$ cat src/rtl/adder_pipe.sv
// Pipelined adder/subtractor: carry chain split into STAGE_W-bit segments,
// one segment per stage, global-stall valid/ready, optional unsigned saturation.
module adder_pipe #(
    parameter int WIDTH   = 32,
    parameter int STAGE_W = 8
) (
    input  logic             i_clk,
    input  logic             i_rst,
    input  logic             i_valid,
    output logic             o_ready,
    input  logic [WIDTH-1:0] i_a,
    input  logic [WIDTH-1:0] i_b,
    input  logic             i_sub,
    input  logic             i_sat,
    output logic             o_valid,
    input  logic             i_ready,
    output logic [WIDTH-1:0] o_sum,
    output logic             o_carry,
    output logic             o_overflow
);
    localparam int STAGES = WIDTH / STAGE_W;
    localparam int L      = STAGES - 1;

    // Index 0 is the operand capture register; index j holds the state after
    // j segments have been resolved. Operands shift down so the next segment
    // is always in the low bits; the partial sum shifts in from the top.
    logic             w_adv;
    logic [L:0]       r_vld;
    logic [L:0]       r_c;
    logic [L:0]       r_sub;
    logic [L:0]       r_sat;
    logic [WIDTH-1:0] r_a [STAGES];
    logic [WIDTH-1:0] r_b [STAGES];
    logic [WIDTH-1:0] r_s [STAGES];

    logic [STAGE_W:0] w_last;
    logic [WIDTH-1:0] w_sum;
    logic             w_cmsb;
    logic             w_v;
    logic [WIDTH-1:0] w_res;

    assign w_adv   = !o_valid || i_ready;
    assign o_ready = w_adv && !i_rst;

    // Capture operands, invert B and inject carry-in for subtraction
    always_ff @(posedge i_clk or posedge i_rst) begin
        if (i_rst) begin
            r_vld[0] <= 1'b0;
            r_c[0]   <= 1'b0;
            r_sub[0] <= 1'b0;
            r_sat[0] <= 1'b0;
            r_a[0]   <= '0;
            r_b[0]   <= '0;
            r_s[0]   <= '0;
        end else if (w_adv) begin
            r_vld[0] <= i_valid;
            r_c[0]   <= i_sub;
            r_sub[0] <= i_sub;
            r_sat[0] <= i_sat;
            r_a[0]   <= i_a;
            r_b[0]   <= i_sub ? ~i_b : i_b;
            r_s[0]   <= '0;
        end
    end

    for (genvar j = 1; j < STAGES; j++) begin : g_stage
        logic [STAGE_W:0] w_seg;

        assign w_seg = {1'b0, r_a[j-1][STAGE_W-1:0]}
                     + {1'b0, r_b[j-1][STAGE_W-1:0]}
                     + {{STAGE_W{1'b0}}, r_c[j-1]};

        // Resolve one segment and skew the remaining operand bits forward
        always_ff @(posedge i_clk or posedge i_rst) begin
            if (i_rst) begin
                r_vld[j] <= 1'b0;
                r_c[j]   <= 1'b0;
                r_sub[j] <= 1'b0;
                r_sat[j] <= 1'b0;
                r_a[j]   <= '0;
                r_b[j]   <= '0;
                r_s[j]   <= '0;
            end else if (w_adv) begin
                r_vld[j] <= r_vld[j-1];
                r_c[j]   <= w_seg[STAGE_W];
                r_sub[j] <= r_sub[j-1];
                r_sat[j] <= r_sat[j-1];
                r_a[j]   <= r_a[j-1] >> STAGE_W;
                r_b[j]   <= r_b[j-1] >> STAGE_W;
                r_s[j]   <= {w_seg[STAGE_W-1:0], r_s[j-1][WIDTH-1:STAGE_W]};
            end
        end
    end

    assign w_last = {1'b0, r_a[L][STAGE_W-1:0]}
                  + {1'b0, r_b[L][STAGE_W-1:0]}
                  + {{STAGE_W{1'b0}}, r_c[L]};

    if (STAGES > 1) begin : g_multi
        assign w_sum = {w_last[STAGE_W-1:0], r_s[L][WIDTH-1:STAGE_W]};
    end else begin : g_single
        assign w_sum = w_last[STAGE_W-1:0];
    end

    // Carry into the MSB recovered from the MSB's own sum bit
    assign w_cmsb = r_a[L][STAGE_W-1] ^ r_b[L][STAGE_W-1] ^ w_last[STAGE_W-1];
    assign w_v    = w_cmsb ^ w_last[STAGE_W];

    // Saturation select: overflow clamps high, borrow clamps low
    always_comb begin
        w_res = w_sum;
        if (r_sat[L] && !r_sub[L] && w_last[STAGE_W]) begin
            w_res = '1;
        end else if (r_sat[L] && r_sub[L] && !w_last[STAGE_W]) begin
            w_res = '0;
        end
    end

    // Final segment plus registered result, held while the sink stalls
    always_ff @(posedge i_clk or posedge i_rst) begin
        if (i_rst) begin
            o_valid    <= 1'b0;
            o_sum      <= '0;
            o_carry    <= 1'b0;
            o_overflow <= 1'b0;
        end else if (w_adv) begin
            o_valid <= r_vld[L];
            if (r_vld[L]) begin
                o_sum      <= w_res;
                o_carry    <= w_last[STAGE_W];
                o_overflow <= w_v;
            end
        end
    end
endmodule

$ cat config.mk
export PLATFORM = sky130hd
export DESIGN_NAME = adder_pipe
export DESIGN_NICKNAME = d
export VERILOG_FILES = /design/src/rtl/adder_pipe.sv
export SDC_FILE = /design/constraint.sdc
export NUM_CORES = 1
export LEC_CHECK = 0
export ABC_AREA = 1
export CAP_MARGIN = 20
export CORE_ASPECT_RATIO = 0.75
export CORE_MARGIN = 1
export CORE_UTILIZATION = 55
export DETAILED_ROUTE_END_ITERATION = 8
export PLACE_DENSITY = 0.74
export SKIP_CTS_REPAIR_TIMING = 1
export SLEW_MARGIN = 0
export SYNTH_ARGS = -nofsm -noshare
export SYNTH_HDL_FRONTEND = slang
export SYNTH_SLANG_ARGS = --single-unit
$ cat constraint.sdc
create_clock -name i_clk -period 10.7 [get_ports i_clk]
set_input_delay 1.07 -clock i_clk [delete_from_list [all_inputs] [get_ports i_clk]]
set_output_delay 1.07 -clock i_clk [all_outputs]
set_load 0.01 [all_outputs]
==> qor.yml <==
status: "finished clean"
ys_types: 31
clkTransAtPathRegs_ns: 0.06
grt_pass1_vias: 7911
max_slew_margin: 0.312
slew_violations: 0
via_per_inst: 5.12
yosys-top-cells-area: "dfrtp_1 57%, nand2_1 16%, o21ai_0 5.6%, ha_1 3.1%, inv_1 2.9%"
grt_pass1_wl_um: 39900
final_common_cell: "nand2_1"
drtIter0Drc: 724
skew_ns: 0.0135
routed_wl_um: 23300
syn-num-nets: 1379
dpl_worst_slack_ns: 6.57
gp_congestion: 0.860
yosysTopAreaCellShare: 0.568
start_util: 0.562
grt_util_met2: 0.330
tightest_slew_ns: 1.03
cts_root_buf: "clkbuf_16"
dpl.hpwl_um: 15500
post_dp_cell_area_um2: 12500
fp.dieW_um: 168
layout_common_cells: "499 x nand2_1, 258 x dfrtp_1, 126 x o21ai_0"
pin_count: 106
grt_max_degree: 115
port_buffers: 105
cp.required_ns: 9.63
peakVddDrop_v: 0.000122
arrival_ns: 2.86
synth-seq-cells: 258
vias: 8331
final_hold_viol_count: 0
use_met1: 0.376
dr.pass1.iters: 5
numCtsBuffers: 25
rsz0062_at_grt: "false"
area_growth_pct: 17.2
cts_max_level: 1
grtUsageMet3: 0.0318
fp.coreArea_um2: 20200
period_share: 0.367
yosys_warnings: 0
clockBufferDepth: 3
start_kind: "input pin"
holdWs_ns: 0.462
cts_sinks: 258
finalSetupViolations: 0
drc: 0
track_usage: 0.232
avgRoutedWirePerCell_um: 14.3
die_y_um: 126
syn_area_um2: 11400
cap_violations: 0
p_per_area_nw_per_um2: 312
final_cell_area_um2: 13300
yosys.area.top_type: "dfrtp_1"
cts_tree: "built"
num_antenna_cells: 0
setup_tns_ns: 0
critical_path_class: "in -> out"
ant_nets: 0
yosysSeqAreaShare: 0.568
syn-mean-instance-area_um2: 8.92
rows: 45
hold_path_class: "reg -> reg"
min_period_ns: 3.93
grt_overflow: 0
drive_gt1_frac: 0.0555
antenna_found_initial: 0
postLayoutCoreUtil: 0.658
worstPathMaxFanout: 40
clk_latency_ns: 0.52
end_kind: "primary output"
setup_ws_ns: 6.77
busiest_layer: "met1"
die_area_um2: 21200
syn_inst: 1273
fmax_mhz: 254
fin_nets: 1457
cellLeakagePower_uw: 0.00657
==> report_power, final <==
part           switching, uW  internal (uW)  leakage [uW]
Sequential               258           1410       0.00310
Combinational            958            638       0.00305
Clock                    368            516      0.000412
==> through the flow <==
step | total power (uW) | std cells
final | 4150 | 1627
after global routing | 4500 | 1627
after floorplan | 2760 | 1273
after detailed placement | 3270 | 1581
after global placement | 3200 | 1581
after CTS | 4170 | 1626
==> Yosys cell counts (all sizes together) <==
library cell	instances
inv	90
nand3b	4
dfrtp	258
o21a	2
xor2	4
o21ai	126
a31oi	1
o31ai	1
nor2	49
a211oi	3
xnor2	35
or2	7
ha	28
a21oi	52
clkbuf	17
nand4	5
buf	44
fa	8
a21o	1
nand3	38
nand2	500
==> area by class of cell <==
class	instances	area, um2
Tap cell	258	323
Clock inverter	15	156
Multi-Input combinational cell	864	4240
Inverter	90	348
Sequential cell	258	6460
Timing Repair Buffer	112	1120
Fill cell	1651	6900
Clock buffer	30	664
==> metal layers <==
layer  vias up  wire (um)
li1       4179          -
met1      3916      12200
met2       202       9550
met3        34       1060
met4         0        489
met5         -          0
==> path summary, 6_finish.rpt <==
path / start / end / slack, ns / depth (start not counted)
hold / removal: r_b[43]$_DFFE_PP0N_ / r_b[3]$_DFFE_PP0N_ / 0.46 / 2
min in group asynchronous: i_rst / r_s[25]$_DFFE_PP0N_ / 1.11 / 2
hold reg to reg: r_b[43]$_DFFE_PP0N_ / r_b[3]$_DFFE_PP0N_ / 0.46 / 2
setup / recovery: i_ready / o_ready / 6.77 / 4
max in group asynchronous: i_rst / r_b[118]$_DFFE_PP0N_ / 8.17 / 3
setup reg to reg: o_valid$_DFFE_PP0N_ / o_sum[30]$_DFFE_PP0P_ / 7.76 / 8
==> worst max-delay path: stages <==
cell             delay, ns
clkdlybuf4s50_1       0.44
nor2_4                0.71
nor2_1                0.11
clkdlybuf4s50_1       0.51
==> kinds of logic (layout without fill, tap and decap cells) <==
logic type / count (synthesis) / after routing / share of synthesized area
simple gates: 603 / 603 / 0.210
flops: 258 / 258 / 0.568
compound gates: 186 / 186 / 0.0889
buf+inv: 151 / 247 / 0.0579
xor+xnor: 39 / 39 / 0.0301
fa+ha+maj: 36 / 36 / 0.0449
==> flip-flops by register name, indices dropped and copies added, names as in the netlist <==
| register | flops |
|---|---|
| r_a | 80 |
| r_b | 80 |
| o_overflow | 1 |
| o_carry | 1 |
| r_sat | 4 |
| o_sum | 32 |
| r_c | 3 |
| r_vld | 4 |
| o_valid | 1 |
| r_s | 48 |
| r_sub | 4 |
Power figures use the tool's default switching activity.
